--- src/rtl/pic_bus_master.sv ---
// Bus master that drives 8259-style PIC write/read cycles with programmable
// setup/strobe/hold timing, sequencing ICW1..ICW4, single OCW writes and status reads.
module pic_bus_master #(
  parameter int T_SETUP  = 1,
  parameter int T_STROBE = 2,
  parameter int T_HOLD   = 1
) (
  input  logic       clk,
  input  logic       rst_n,
  input  logic       init_req,
  input  logic [7:0] icw1,
  input  logic [7:0] icw2,
  input  logic [7:0] icw3,
  input  logic [7:0] icw4,
  input  logic       ocw_req,
  input  logic [1:0] ocw_sel,
  input  logic [7:0] ocw_data,
  input  logic       rd_req,
  input  logic       rd_a0,
  output logic       busy,
  output logic       done,
  output logic [7:0] rd_data,
  output logic       rd_valid,
  output logic       cs_n,
  output logic       wr_n,
  output logic       rd_n,
  output logic       a0,
  output logic [7:0] d_out,
  output logic       d_oe,
  input  logic [7:0] d_in
);

  typedef enum logic [2:0] {
    S_IDLE,
    S_SETUP,
    S_STROBE,
    S_HOLD,
    S_GAP
  } state_t;

  localparam logic [3:0] LD_SETUP  = 4'(T_SETUP - 1);
  localparam logic [3:0] LD_STROBE = 4'(T_STROBE - 1);
  localparam logic [3:0] LD_HOLD   = 4'(T_HOLD - 1);

  // Returns {a0, data} for an OCW write; sel 00 never reaches here.
  function automatic logic [8:0] ocw_encode(input logic [1:0] sel, input logic [7:0] d);
    logic [8:0] r;
    unique case (sel)
      2'b01:   r = {1'b1, d};
      2'b10:   r = {1'b0, d & 8'hE7};
      2'b11:   r = {1'b0, (d & 8'hEF) | 8'h08};
      default: r = {1'b0, d};
    endcase
    return r;
  endfunction

  state_t     state, state_nxt;
  logic [3:0] cnt, cnt_nxt;
  logic [2:0] word_idx, idx_nxt;
  logic [2:0] last_idx;
  logic       op_read;
  logic       done_nxt;
  logic       acc_init, acc_ocw, acc_rd, accept;
  logic       first_a0;
  logic [7:0] first_data;
  logic       read_nxt, active_nxt;
  logic [7:0] icw2_q, icw3_q, icw4_q;
  logic [7:0] later_word;

  // NOTE: every signal driven here gets a default first, so no path through
  // the case statement can leave one unassigned and infer a latch.
  always_comb begin
    state_nxt = state;
    cnt_nxt   = cnt;
    idx_nxt   = word_idx;
    done_nxt  = 1'b0;
    acc_init  = 1'b0;
    acc_ocw   = 1'b0;
    acc_rd    = 1'b0;
    unique case (state)
      S_IDLE: begin
        // An illegal OCW select is treated as no request at all.
        acc_init = init_req;
        acc_ocw  = !init_req && ocw_req && (ocw_sel != 2'b00);
        acc_rd   = !init_req && !acc_ocw && rd_req;
        if (acc_init || acc_ocw || acc_rd) begin
          state_nxt = S_SETUP;
          cnt_nxt   = LD_SETUP;
          idx_nxt   = 3'd0;
        end
      end
      S_SETUP: begin
        if (cnt == 4'd0) begin
          state_nxt = S_STROBE;
          cnt_nxt   = LD_STROBE;
        end else begin
          cnt_nxt = cnt - 4'd1;
        end
      end
      S_STROBE: begin
        if (cnt == 4'd0) begin
          state_nxt = S_HOLD;
          cnt_nxt   = LD_HOLD;
        end else begin
          cnt_nxt = cnt - 4'd1;
        end
      end
      S_HOLD: begin
        if (cnt == 4'd0) begin
          if (word_idx == last_idx) begin
            state_nxt = S_IDLE;
            done_nxt  = 1'b1;
            idx_nxt   = 3'd0;
          end else begin
            state_nxt = S_GAP;
            idx_nxt   = word_idx + 3'd1;
          end
        end else begin
          cnt_nxt = cnt - 4'd1;
        end
      end
      S_GAP: begin
        state_nxt = S_SETUP;
        cnt_nxt   = LD_SETUP;
      end
      default: state_nxt = S_IDLE;
    endcase
  end

  assign accept = acc_init || acc_ocw || acc_rd;

  always_comb begin
    first_a0   = 1'b0;
    first_data = 8'h00;
    if (acc_init) begin
      first_data = icw1 | 8'h10;
    end else if (acc_ocw) begin
      {first_a0, first_data} = ocw_encode(ocw_sel, ocw_data);
    end else if (acc_rd) begin
      first_a0 = rd_a0;
    end
  end

  // Words after the first only occur in the init sequence (ICW2..ICW4, a0=1).
  always_comb begin
    unique case (word_idx)
      3'd1:    later_word = icw2_q;
      3'd2:    later_word = icw3_q;
      default: later_word = icw4_q;
    endcase
  end

  assign read_nxt   = accept ? acc_rd : op_read;
  assign active_nxt = (state_nxt == S_SETUP) || (state_nxt == S_STROBE) || (state_nxt == S_HOLD);

  // NOTE: state and registered outputs use non-blocking assignments so every
  // flop samples pre-edge values regardless of statement order.
  always_ff @(posedge clk or negedge rst_n) begin
    if (!rst_n) begin
      state    <= S_IDLE;
      cnt      <= 4'd0;
      word_idx <= 3'd0;
      last_idx <= 3'd0;
      op_read  <= 1'b0;
      busy     <= 1'b0;
      done     <= 1'b0;
      rd_valid <= 1'b0;
      rd_data  <= 8'h00;
      cs_n     <= 1'b1;
      wr_n     <= 1'b1;
      rd_n     <= 1'b1;
      a0       <= 1'b0;
      d_out    <= 8'h00;
      d_oe     <= 1'b0;
    end else begin
      state    <= state_nxt;
      cnt      <= cnt_nxt;
      word_idx <= idx_nxt;
      busy     <= (state_nxt != S_IDLE);
      done     <= done_nxt;
      rd_valid <= done_nxt && op_read;
      // Bus strobes are registered from the next state so they are glitch-free.
      cs_n     <= !active_nxt;
      wr_n     <= !((state_nxt == S_STROBE) && !read_nxt);
      rd_n     <= !((state_nxt == S_STROBE) && read_nxt);
      d_oe     <= active_nxt && !read_nxt;
      if (accept) begin
        op_read  <= acc_rd;
        last_idx <= acc_init ? (icw1[0] ? 3'd3 : 3'd2) : 3'd0;
        a0       <= first_a0;
        d_out    <= first_data;
      end else if (state == S_GAP) begin
        a0    <= 1'b1;
        d_out <= later_word;
      end
      // Capture on the last STROBE clock, while rd_n is still low.
      if ((state == S_STROBE) && (cnt == 4'd0) && op_read) begin
        rd_data <= d_in;
      end
    end
  end

  // NOTE: the ICW holding registers have no reset; they are always written on
  // init acceptance before any cycle can read them.
  always_ff @(posedge clk) begin
    if (acc_init) begin
      icw2_q <= icw2;
      icw3_q <= icw3;
      icw4_q <= icw4;
    end
  end

endmodule
--- config.mk ---
export PLATFORM = sky130hd
export DESIGN_NAME = pic_bus_master
export DESIGN_NICKNAME = d
export VERILOG_FILES = /design/src/rtl/pic_bus_master.sv
export SDC_FILE = /design/constraint.sdc
export NUM_CORES = 1
export LEC_CHECK = 0
export ABC_AREA = 1
export CELL_PAD_IN_SITES_DETAIL_PLACEMENT = 0
export CELL_PAD_IN_SITES_GLOBAL_PLACEMENT = 1
export CORE_ASPECT_RATIO = 1.5
export CORE_UTILIZATION = 30
export CTS_CLUSTER_SIZE = 20
export DETAILED_ROUTE_END_ITERATION = 10
export GPL_ROUTABILITY_DRIVEN = 1
export MAX_ROUTING_LAYER = met4
export PLACE_DENSITY_LB_ADDON = 0.15
export SETUP_SLACK_MARGIN = 0.2
export SLEW_MARGIN = 25
export SYNTH_ARGS = -nofsm -noshare
export SYNTH_HDL_FRONTEND = slang
export SYNTH_SLANG_ARGS = --single-unit
--- constraint.sdc ---
create_clock -name clk -period 2.29 [get_ports clk]
set_input_delay 0.3435 -clock clk [delete_from_list [all_inputs] [get_ports clk]]
set_output_delay 0.3435 -clock clk [all_outputs]
set_load 0.01 [all_outputs]
* After elaboration in Yosys (flattened, before gate mapping)
Cells that the tools add are included.
** Operators by class
- Bitwise logic cells :: 0
- Equal/unequal tests :: 16
- $mul :: 0
- Shifts and indexed selects :: 0
- Order comparisons :: 0
- Div/mod/pow operators :: 0
- Mux-type cells :: 35
- Add/subtract/negate cells :: 2
- Reduce and logical (&&, ||, !) cells :: 31
** Operators by type and width (count)
- 8-bit 2-to-1 mux :: 4
- 9-bit case mux with 3 select lines :: 1
- 3-bit 2-to-1 mux :: 8
- 4-bit case mux with 5 select lines :: 1
- 4-bit 2-to-1 mux :: 4
- 8-bit case mux with 2 select lines :: 1
- 3-bit by 2-bit == test with 1-bit output, second input constant :: 5
- 3-bit case mux with 5 select lines :: 1
- 1-bit 2-to-1 mux :: 13
- 1-bit logical AND :: 10
- 3-bit by 1-bit == test with 1-bit output, second input constant :: 3
- 1-bit zero test :: 6
- 1-bit logical OR :: 6
- 2-bit inequality test, second input constant :: 3
- 3-bit case mux with 2 select lines :: 1
- 3-bit AND reduction :: 2
- 2-bit nonzero test :: 3
- 5-bit nonzero test :: 1
- 2-bit == test, second input constant :: 2
- 4-bit zero test :: 1
- 4-bit by 1-bit subtractor with 4-bit output, second input constant :: 1
- 3-bit by 1-bit adder with 3-bit output, second input constant :: 1
- 3-bit == test :: 1
- 3-bit == test, second input constant :: 1
- other kinds (4) :: 4
** Word-level totals
- Input port bits :: 56
- Memories :: 0
- Logic and storage cells :: 102
- Bits in latches :: 0
- ROM bits :: 0
- Register bits after elaboration :: 62
- Memory bits (writable) :: 0
- Output and inout port bits :: 24

* Depth between registers and ports, before layout
- Depth after elaboration :: 13
- Depth in mapped cells :: 11
- Mapped depth without buffers :: 11

* Worst setup path after synthesis
Ideal clock, no wire load.
- Kind :: reg2reg
- Start :: register state[0]
- End :: register d_out[0]
- Setup time :: 0.065 ns
- Data required time :: 2.225 ns
- Cell stages (with the launch flop) :: 10
- Path buffers :: 0
- Setup slack :: 0.690 ns
- Period minus slack after synthesis :: 1.600 ns
- Arrival time :: 1.535 ns
- Cells stage by stage :: dfrtp_1 -> nor2_4 -> nand2_4 -> nor2_4 -> nand2_1 -> nand2_1 -> inv_1 -> nand2_1 -> nand2_1 -> nand2_1
** Between the ends
- Cells in the longest elaborated chain, start to end :: 5
- Elaborated cells between the ends (all ways) :: 11
** Ends and longest elaborated chain
- start, declared :: line 57 : state_t state, state_nxt;
- start signal, assigned :: line 176 : state <= state_nxt;
- 3-bit zero test * :: line 80 : unique case (state)
- 1-bit 2-to-1 mux * :: line 80
- via acc_init :: line 63 : logic acc_init, acc_ocw, acc_rd, accept;
- 1-bit logical OR (2 in a row) :: line 130 : assign accept = acc_init || acc_ocw || acc_rd;
- 8-bit 2-to-1 mux / 2-bit nonzero test (equally long branches)
- end signal, assigned :: line 191 : d_out <= first_data;
- end signal, assigned :: line 194 : d_out <= later_word;
- end, declared :: line 28 : output logic [7:0] d_out,
Mark *: on every way through the listed nets, which the timed path passes. The rest lies on a longest branch.
A chain may end at the register's enable or synchronous reset.

* Worst setup path in the final report
- Start :: register cs_n
- End :: output port cs_n
** RTL lines
- start, declared :: line 24 : output logic cs_n,
- start signal, assigned :: line 183 : cs_n <= !active_nxt;
No word-level cell between the ends.

==> flow_summary.json <==
{
  "hold_path_class": "primary input to asynchronous set/reset pin",
  "cts.root.buffer_cell": "clkbuf_16",
  "outcome": "completed",
  "count_of_fill_cells_added_during_filler_insertion": 924,
  "die_x_um": 81.34,
  "clock-sinks": 61,
  "report.final.hold_viol_count": 0,
  "synthesis.instances": 309,
  "final.period_utilization": 0.7427,
  "cts.reportedPaths.clkPinSlew_ns": 0.05,
  "unrepaired_setup_endpoints_after_global_routing": "no",
  "critical_path_class": "register to primary output",
  "detail_route.drc_violations": 0,
  "postSynthRegisterBits": 61,
  "cts_buffers": 9,
  "tritoncts_clock_tree": "yes",
  "worstMarginPinSlew_ns": 0.4626,
  "cts_max_level": 3,
  "slowest_stage": "clkdlybuf4s50_1",
  "number_of_global_route_vias_before_repair": 2176,
  "cp-end-kind": "primary output",
  "synth.top_cells.by_area": "dfrtp_1 (30%), edfxtp_1 (25%), nand2_1 (14%)",
  "placement_rows": 43,
  "floorplan.core_area_um2": 9200,
  "final_period_minus_worst_setup_slack_ns": 1.701,
  "synth.lib_cells_used.distinct": 28,
  "report.final.slew_viol_count": 0,
  "synth_top_cell_by_area": "dfrtp_1",
  "path_max_fanout": 1,
  "drt-total-wl_mm": 6.351,
  "insertedDiodeCount": 0,
  "synth_sequential_area_ratio": 0.5826,
  "worst_clock_skew_ns": 0.003751,
  "power.static_leakage_nw": 1.776,
  "syn-cell-area_um2": 2833,
  "initial_antenna_violation_count": 0,
  "final_antenna_net_count": 0,
  "multi_input_comb_area_um2": 1037,
  "max_cap_viol_count": 0,
  "number_of_primary_i_o_pins": 80,
  "synthesis.area_per_instance_um2": 9.167,
  "grt_pass1_wl_mm": 10.37,
  "clock_latency_at_the_later_pin_of_the_worst_skew_pair_ns": 0.32,
  "initial_utilization": 0.3079,
  "combined_flip_flop_and_latch_cell_area_um2": 1650,
  "synth.net_count": 369,
  "slew_headroom": 0.6902,
  "via_count": 2289,
  "finalHoldWorstSlack_ns": 0.4281,
  "cp_cell_sequence": "clkdlybuf4s50_1",
  "reg2reg_slack_ns": 0.61,
  "cts.path.max_buffers": 2,
  "critical-path-top-delay-family": "buffers and inverters",
  "drive_above_1_share": 0.1179,
  "cp.arrival_ns": 1.36,
  "ys.warnings.count": 0,
  "power.ir.vdd_worst_uv": 522.4,
  "report.final.setup_viol": 0,
  "timing.critical_path.slowest_cell_delay_ns": 0.53,
  "gp_congestion": 0.7606,
  "worst_ep_required_time_ns": 1.95,
  "cts.hold.buffers_added": 1,
  "worstPathBufferInverterCount": 1,
  "fin_tns_setup_ns": 0,
  "max_freq_mhz": 588.0,
  "area.growth.synth_to_final_pct": 43.11,
  "grt_use_total": 0.1493,
  "die_extent_in_y_um": 121.0,
  "dp_hpwl_mm": 4.984,
  "start_kind": "register",
  "portBuffers": 78,
  "postCtsSetupBuffers": 0,
  "num-nets-final": 462,
  "pin_count_of_the_biggest_net_entering_global_routing": 25,
  "post_drt_via_cell_ratio": 4.410,
  "post_cts.resized_instances": 0,
  "globalRoute.totalOverflow": 0,
  "routed_wire_length_per_instance_um": 12.24,
  "detail_route.iter0.violations": 64,
  "power_per_cell_area_nw_per_um2": 1179,
  "dr.pass1.iters": 5,
  "synth_top_area_frac": 0.3004,
  "die_area_um2": 9843
}
[routing by layer]
layer | vias to the layer above | wire length [um] | GRT usage
met5 | - | 0 | -
met4 | 0 | 111 | 0.06696
met3 | 10 | 336 | 0.04511
met2 | 70 | 3279 | 0.2464
met1 | 1021 | 2623 | 0.1618
li1 | 1188 | - | -
[final cells by class]
| type | count | share of cell area |
|---|---|---|
| inverter | 34 | 0.03210 |
| clock inverter | 5 | 0.006790 |
| clock buffer | 11 | 0.05741 |
| timing repair buffer | 84 | 0.2062 |
| multi-input combinational | 212 | 0.2559 |
| tap | 112 | 0.03457 |
| sequential | 61 | 0.4071 |
[synth_stat cells]
master and count:
nand2_1 109, dfrtp_1 34, inv_1 27, edfxtp_1 24, nand3_1 23, nor2_1 20
o21ai_0 11, a21oi_1 9, inv_2 6, nand2_2 5, nor2_4 5, o21ai_1 5
ha_1 4, dfstp_2 3, nand2_4 3, nand3_2 3, a22oi_1 2, nor2_2 2
nor3_1 2, o211ai_1 2, xnor2_1 2, xor2_1 2, buf_6 1, clkbuf_1 1
inv_4 1, nand3b_1 1, nor3b_1 1, o221ai_1 1
[cells in the final DEF (no fill, tap or decap), types with 3 or more instances in the layout]
cell type,synthesis,final
nand2_4,3,3
inv_1,27,27
buf_4,0,4
dfstp_2,3,3
clkbuf_16,0,9
a21oi_1,9,9
ha_1,4,4
nor2_4,5,5
nor2_1,20,20
nand3_1,23,23
clkdlybuf4s50_1,0,77
edfxtp_1,24,24
clkinv_2,0,4
inv_2,6,6
nand2_2,5,5
o21ai_0,11,11
nand3_2,3,3
nand2_1,109,109
dfrtp_1,34,34
o21ai_1,5,5
[worst reg2reg max path, delay by kind of cell, from the launching register on]
kind | cells | cell delay, ns
adders and majority gates | 1 | 0.17
buffers and inverters | 2 | 0.19
DFF | 1 | 0.40
and+or+nand+nor | 8 | 0.82
[power by group]
| part | total, mW | switching [mW] | internal [mW] |
|---|---|---|---|
| sequential | 1.75 | 0.224 | 1.52 |
| combinational | 1.85 | 1.04 | 0.816 |
| clock | 1.18 | 0.456 | 0.723 |
[through the flow]
| step | total power [mW] | instances | cell area, um^2 | utilization | setup slack, ns |
|---|---|---|---|---|---|
| after floorplan | 2.864 | 309 | 2833 | - | 0.6903 |
| after global placement | 3.629 | 502 | 3784 | 0.4113 | 0.4248 |
| after detailed placement | 3.652 | 502 | 3784 | 0.4113 | 0.3996 |
| after CTS | 4.856 | 519 | 4054 | 0.4406 | 0.5743 |
| after global routing | 5.157 | 519 | 4054 | 0.4406 | 0.3772 |
| final | 4.778 | 519 | 4054 | 0.4406 | 0.5892 |
[flip-flops by register name, summed over array words and instances (netlist names)]
name and cells:
a0 1, busy 1, cnt 4, cs_n 1, d_oe 1, d_out 8, done 1, icw2_q 8
icw3_q 8, icw4_q 8, last_idx 2, op_read 1, rd_data 8, rd_n 1, rd_valid 1, state 3
word_idx 3, wr_n 1
[cell families (layout without fill, tap and decap cells)]
logic type / after synthesis / count (layout) / synth area share
compound gates: 30 / 30 / 0.05786
buf+inv: 36 / 134 / 0.05124
xor+xnor: 4 / 4 / 0.01237
flops: 61 / 61 / 0.5826
simple gates: 174 / 174 / 0.2783
fa+ha+maj: 4 / 4 / 0.01767
[worst paths after layout]
| check | startpoint | end | cells after the start |
|---|---|---|---|
| max | cs_n | cs_n | 1 |
| min | rst_n | rd_data[3] | 2 |
| max reg2reg | word_idx[0] | d_out[0] | 11 |
| min reg2reg | rd_data[7] | rd_data[7] | 2 |
| max in group asynchronous | rst_n | rd_n | 3 |
| min in group clk | rd_data[7] | rd_data[7] | 2 |
Note: power is estimated with default switching activity, not from simulation.
